### src/rtl/mem_port_arbiter_pkg.sv
// mem_port_arbiter_pkg: shared state encoding and default parameters for the memory port arbiter
package mem_port_arbiter_pkg;
  typedef enum logic [1:0] {
    ST_IDLE  = 2'b00,
    ST_IBUSY = 2'b01,
    ST_DBUSY = 2'b10
  } arbState_t;
  localparam int DEF_TIMEOUT = 16;
  localparam logic [31:0] DEF_ERR_DATA = 32'h0000_0000;
endpackage

### src/rtl/mem_port_arbiter_ctr.sv
// arb_timeout_ctr: saturating watchdog counter with clear, enable and expiry at TIMEOUT-1
module arb_timeout_ctr
  import mem_port_arbiter_pkg::*;
#(
  parameter int TIMEOUT = DEF_TIMEOUT
) (
  input  logic clk,
  input  logic reset,
  input  logic clr,
  input  logic en,
  output logic expired
);
  localparam int W = $clog2(TIMEOUT);
  logic [W-1:0] cnt;
  always_ff @(posedge clk)
    if (reset | clr) cnt <= '0;
    else if (en & ~expired) cnt <= cnt + 1'b1;
  assign expired = cnt == W'(TIMEOUT - 1);
endmodule

### src/rtl/mem_port_arbiter.sv
// mem_port_arbiter: shares one single-ported memory between fetch and data ports with a watchdog
module mem_port_arbiter
  import mem_port_arbiter_pkg::*;
#(
  parameter int TIMEOUT = DEF_TIMEOUT,
  parameter logic [31:0] ERR_DATA = DEF_ERR_DATA
) (
  input  logic        clk,
  input  logic        reset,
  input  logic        IReq,
  input  logic [31:0] IAddr,
  output logic [31:0] IRdata,
  output logic        IReady,
  input  logic        DReq,
  input  logic        DWe,
  input  logic [31:0] DAddr,
  input  logic [31:0] DWdata,
  output logic [31:0] DRdata,
  output logic        DReady,
  output logic        IWait,
  output logic        DWait,
  output logic        MemReq,
  output logic        MemWe,
  output logic [31:0] MemAddr,
  output logic [31:0] MemWdata,
  input  logic [31:0] MemRdata,
  input  logic        MemAck,
  output logic        MemErr
);
  arbState_t state, stateNext;
  logic busy, grantD, grantI, ack, expire, finish, ctrClr, ctrEn, expired;
  logic [31:0] endRdata;
  assign IWait = IReq & ~IReady;
  assign DWait = DReq & ~DReady;
  arb_timeout_ctr #(.TIMEOUT(TIMEOUT)) uCtr (
    .clk(clk), .reset(reset), .clr(ctrClr), .en(ctrEn), .expired(expired)
  );
  always_ff @(posedge clk)
    if (reset) state <= ST_IDLE;
    else state <= stateNext;
  // a port whose Ready is high this cycle is not eligible, which forces fetch in between data bursts
  always_comb begin
    busy = state != ST_IDLE;
    grantD = ~busy & DWait;
    grantI = ~busy & ~DWait & IWait;
    ack = busy & MemAck;
    expire = busy & ~MemAck & expired;
    finish = ack | expire;
    ctrClr = grantD | grantI;
    ctrEn = busy & ~MemAck;
    endRdata = ack ? MemRdata : ERR_DATA;
    stateNext = grantD ? ST_DBUSY : grantI ? ST_IBUSY : finish ? ST_IDLE : state;
  end
  always_ff @(posedge clk)
    if (reset) begin
      MemReq <= 1'b0;
      MemWe <= 1'b0;
      MemAddr <= '0;
      MemWdata <= '0;
      IReady <= 1'b0;
      DReady <= 1'b0;
      IRdata <= '0;
      DRdata <= '0;
      MemErr <= 1'b0;
    end else begin
      IReady <= finish & (state == ST_IBUSY);
      DReady <= finish & (state == ST_DBUSY);
      MemErr <= expire;
      if (grantD | grantI) begin
        MemReq <= 1'b1;
        MemWe <= grantD & DWe;
        MemAddr <= grantD ? DAddr : IAddr;
        MemWdata <= grantD ? DWdata : '0;
      end else if (finish) MemReq <= 1'b0;
      if (finish & (state == ST_IBUSY)) IRdata <= endRdata;
      if (finish & (state == ST_DBUSY)) DRdata <= endRdata;
    end
endmodule

### config.mk
export PLATFORM = sky130hd
export DESIGN_NAME = mem_port_arbiter
export DESIGN_NICKNAME = d
export VERILOG_FILES = /design/src/rtl/mem_port_arbiter_pkg.sv /design/src/rtl/mem_port_arbiter_ctr.sv /design/src/rtl/mem_port_arbiter.sv
export SDC_FILE = /design/constraint.sdc
export NUM_CORES = 1
export LEC_CHECK = 0
export CAP_MARGIN = 20
export CORE_MARGIN = 3
export CORE_UTILIZATION = 44
export CTS_BUF_LIST = sky130_fd_sc_hd__clkbuf_4 sky130_fd_sc_hd__clkbuf_8
export DETAILED_ROUTE_END_ITERATION = 12
export PLACE_DENSITY = 0.84
export SYNTH_ARGS = -nofsm -noshare
export SYNTH_HDL_FRONTEND = slang
export SYNTH_HIERARCHICAL = 1
export SYNTH_SLANG_ARGS = --single-unit
### constraint.sdc
create_clock -name clk -period 6.4 [get_ports clk]
set_clock_uncertainty 0.2 [all_clocks]
set_input_delay 1.92 -clock clk [delete_from_list [all_inputs] [get_ports clk]]
set_output_delay 1.92 -clock clk [all_outputs]
set_load 0.02 [all_outputs]
# Yosys cells after proc, flatten, opt, wreduce, memory -nomap -nowiden

Cells that the tools add are included.

Flip-flop bits (word level): 139
Word-level logic and storage cells: 50
Output and inout bits: 135

Reduce and logical (&&, ||, !) cells: 5
Eq/ne operators: 3
Bitwise gates (word level): 21
Multiplexer cells: 8
$add $sub $neg: 1

Operators with widths:

| kind                | number |
|---|---|
| $mux 32             | 3 |
| $and 1x1->1         | 12 |
| $mux 2              | 3 |
| $not 1->1           | 6 |
| $reduce_bool 2->1   | 3 |
| $add 4x1->4 const B | 1 |
| $eq 4x4->1 const B  | 1 |
| $or 1x1->1          | 3 |
| $reduce_bool 3->1   | 1 |
| $eq 2x1->1 const B  | 1 |
| $eq 2x2->1 const B  | 1 |
| $mux 1              | 2 |
| $reduce_or 2->1     | 1 |

# Depth between registers and ports, before layout

Word-level depth: 7
Gate-level depth with buffers: 9
Mapped depth without buffers: 7

# Hierarchy

Netlist, hierarchy kept.

Modules (own cells, without submodules):

| module           | times used | seq. area each (um^2) | area each (um^2) | cells an instance |
|---|---|---|---|---|
| mem_port_arbiter | 1          | 2702.6                | 5009.8           | 526 |
| arb_timeout_ctr  | 1          | 80.1                  | 211.5            | 22 |

# Worst setup path after synthesis

OpenSTA, ideal clock, no wires.

Path type: input port to output port
From: input DReq
To: output DWait
Arrival time: 2.589 ns
Data required time: 4.280 ns
Stages on the path: 4
Slack: 1.691 ns
Buffers on the path: 2
Cells stage by stage: nand2b_1 buf_2 inv_2 clkbuf_1

Cells in the longest elaborated chain, start to end: 1

RTL lines:

| item        | RTL line               | text |
|---|---|---|
| from (decl) | mem_port_arbiter.sv:14 | `input logic DReq,` |
| $and 1x1->1 | mem_port_arbiter.sv:34 | `assign DWait = DReq & ~DReady;` |
| to (decl)   | mem_port_arbiter.sv:21 | `output logic DWait,` |

Every way passes these cells.

# Final worst setup path

From: input IReq
To: output IWait

Cells in the longest elaborated chain, start to end: 1

RTL lines:

| item        | RTL line               | text |
|---|---|---|
| from (decl) | mem_port_arbiter.sv:10 | `input logic IReq,` |
| $and 1x1->1 | mem_port_arbiter.sv:33 | `assign IWait = IReq & ~IReady;` |
| to (decl)   | mem_port_arbiter.sv:20 | `output logic IWait,` |

Every way passes these cells.

==> impl_metrics.ini <==
[detailed_routing]
postRouteAntennaNets = 0
drc_errors = 0
finalWirelength_um = 16640
dr.pass1.iters = 5
num_vias = 5153
avgViaCountPerCell = 5.424
drt-initial-drc-count = 488
routedWlPerCell_um = 17.52

[clocking]
cts_sinks = 139
cts_setup_buffers = 0
cts_buffers = 17
cts_tree = done
clk_pin_slew_worst_paths_ps = 70
ctsResizeCount = 0
htreeDepth = 4
clk_latency_ps = 430
cts.root.buffer_cell = clkbuf_8
cts_hold_buf = 0
cts_buffer_depth = 2

[critical_path]
slowest_stage = clkdlybuf4s50_1
crit_family = buffers and inverters
crit_type = in2out
critPathArrivalTime_ps = 3400
worstPathMaxFanout = 3
crit_path_start_kind = input pin
cp.required_ps = 4280
worstSetupEndpointType = output port
crit_path_frequent_cell = clkdlybuf4s50_1
cpPeakStageDelay_ps = 690
cp_cell_sequence = clkdlybuf4s50_1 -> nor2b_1 -> clkdlybuf4s50_1
critPathBufInv = 2

[synthesis]
syn_area_um2 = 5221
synth_cell_types = 33
syn_area_per_cell_um2 = 9.528
yosysWarnings = 6
syn_inst = 548
syn-num-nets = 683
synth_seq_cells = 139
yosysSeqAreaShare_pct = 53.29

[global_routing]
grt_overflow = 0
grt_max_degree = 86
antenna_found_initial = 0
grt_pass1_vias = 5136
grt_usage_pct = 24.61
grt_pass1_wl_um = 25750

[die]
die_h_um = 114.9
core.rowCount = 39
initial_core_util_pct = 45.34
die_area_um2 = 13210
die_w_um = 114.9
core_area_um2 = 11520
io_pins = 269

[finish]
final_util_pct = 72.45
area_growth_pct = 59.79
drive_gt1_share_pct = 10.04
n_antenna_cell = 0
stdcell_area_um2 = 8343
fill_cells = 831
nNetsFinal = 930

[sta]
clock.fmax_mhz = 181.3
hold_viol = 0
finalSetupViolCount = 0
rsz0062_at_grt = no
fin_crit_sh_pct = 86.20
final_max_slew_viol_count = 0
setup_tns_ps = 0
period_needed_ps = 5517
worst_pin_slew_ps = 1038
hold_ws_ps = 284.5
slew_headroom_pct = 30.79

[power]
p_per_area_nw_per_um2 = 260.2
p_leak_nw = 3.096
peakVddDrop_v = 0.0001260

[placement]
place.gp.congestion = 0.7825
post-dp-hpwl_um = 11980
post_dp_cell_area_um2 = 7909
place.port_buffers = 268

[min_path]
holdCritPathClass = reg2reg

[status]
status = finished, final reports clean

[job]
maxCapViolCount = 0
-- synthesized netlist by cell type (all sizes together) --
master | n | area share (%)
and3b | 2 | 0.34
nand3 | 2 | 0.29
a22oi | 97 | 14
nand2b | 1 | 0.12
nor2b | 1 | 0.12
o211ai | 2 | 0.38
nand4 | 1 | 0.12
dfxtp | 139 | 53
nor4b | 1 | 0.17
and3 | 1 | 0.12
nand2 | 62 | 4.5
o21ai | 3 | 0.58
a311oi | 30 | 8.5
nor2 | 138 | 10
clkbuf | 22 | 1.6
inv | 4 | 0.29
o41ai | 1 | 0.31
a21oi | 4 | 0.38
or3b | 2 | 0.34
buf | 28 | 3.4
ha | 1 | 0.24
nand4b | 2 | 0.34
a222oi | 2 | 0.38
nor3 | 1 | 0.19
a21boi | 1 | 0.14
-- worst register-to-register path, stage by stage, from the launching register on --
cell and delay [ps]:
dfxtp_1 320, nand2b_1 170, inv_2 70, buf_4 310, o21ai_4 90, buf_4 260
inv_2 690, buf_4 410, nor2_1 90, a311oi_2 260
-- sequential cells by signal, summed over array words and instances, names as in the netlist, 2 cells and up --
| signal | count |
|---|---|
| DRdata | 32 |
| IRdata | 32 |
| MemAddr | 32 |
| state | 2 |
| uCtr/cnt | 4 |
| MemWdata | 32 |
-- final cells by class --
type | instances | area (um^2) | area share, %
repair buffers | 278 | 2763 | 33.11
well taps | 143 | 178.9 | 2.145
clock buffers | 18 | 241.5 | 2.894
flip-flops and latches | 139 | 2783 | 33.35
clock inverters | 13 | 192.7 | 2.310
multi-input cells | 355 | 2170 | 26.00
inverters | 4 | 15.01 | 0.1800
-- metal layers --
layer  GRT usage, %  part of all wire, %  wire length, um  vias to the layer above
met1          25.76                   36             6001                     2417
li1               -                    -                -                     2433
met2          44.14                   51             8517                      271
met4          9.077                  2.2              374                        0
met5              0                    0                0                        -
met3          10.11                   10             1747                       32
-- report_power, final --
part           internal [mW]  total (mW)  leakage (nW)  switching (mW)
sequential             0.917       0.946          1.14          0.0294
combinational          0.219       0.449          1.74           0.229
clock                  0.431       0.776         0.218           0.344
-- placed cells by master, fill, tap and decap left out, types with 10 or more instances in the layout --
cell type	count
nor2_1	137
nand2_1	62
a311oi_2	29
clkbuf_8	17
a22oi_1	97
dfxtp_1	139
clkdlybuf4s50_1	267
buf_4	10
-- logic make-up (layout without fill, tap and decap cells) --
group                      count (synthesis)  after routing  synth area share (%)
and+or+nand+nor                          214            214                 16.56
AOI/OAI and AO/OA                        140            140                 24.63
DFF                                      139            139                 53.30
buffers and inverters                     54            313                 5.272
adders and majority gates                  1              1                0.2396
-- per-stage QoR --
| step | std cells | worst slack [ps] | power, mW |
|---|---|---|---|
| floorplan | 548 | 1691 | 1.190 |
| global placement | 918 | 871.5 | 1.399 |
| detailed placement | 919 | 847.9 | 1.414 |
| CTS | 950 | 846.3 | 2.185 |
| global route | 950 | 819.1 | 2.267 |
| finish | 950 | 883.0 | 2.171 |
-- final timing paths --
kind                  startpoint                      end  slack [ps]  cells after the start
min reg2reg  MemReq$_SDFFE_PP0P_      MemReq$_SDFFE_PP0P_         280                      2
min          MemReq$_SDFFE_PP0P_      MemReq$_SDFFE_PP0P_         280                      2
max reg2reg    DReady$_SDFF_PP0_  MemAddr[9]$_SDFFE_PP0P_        3440                      9
max                         IReq                    IWait         880                      3
(Power assumes the default switching activity.)
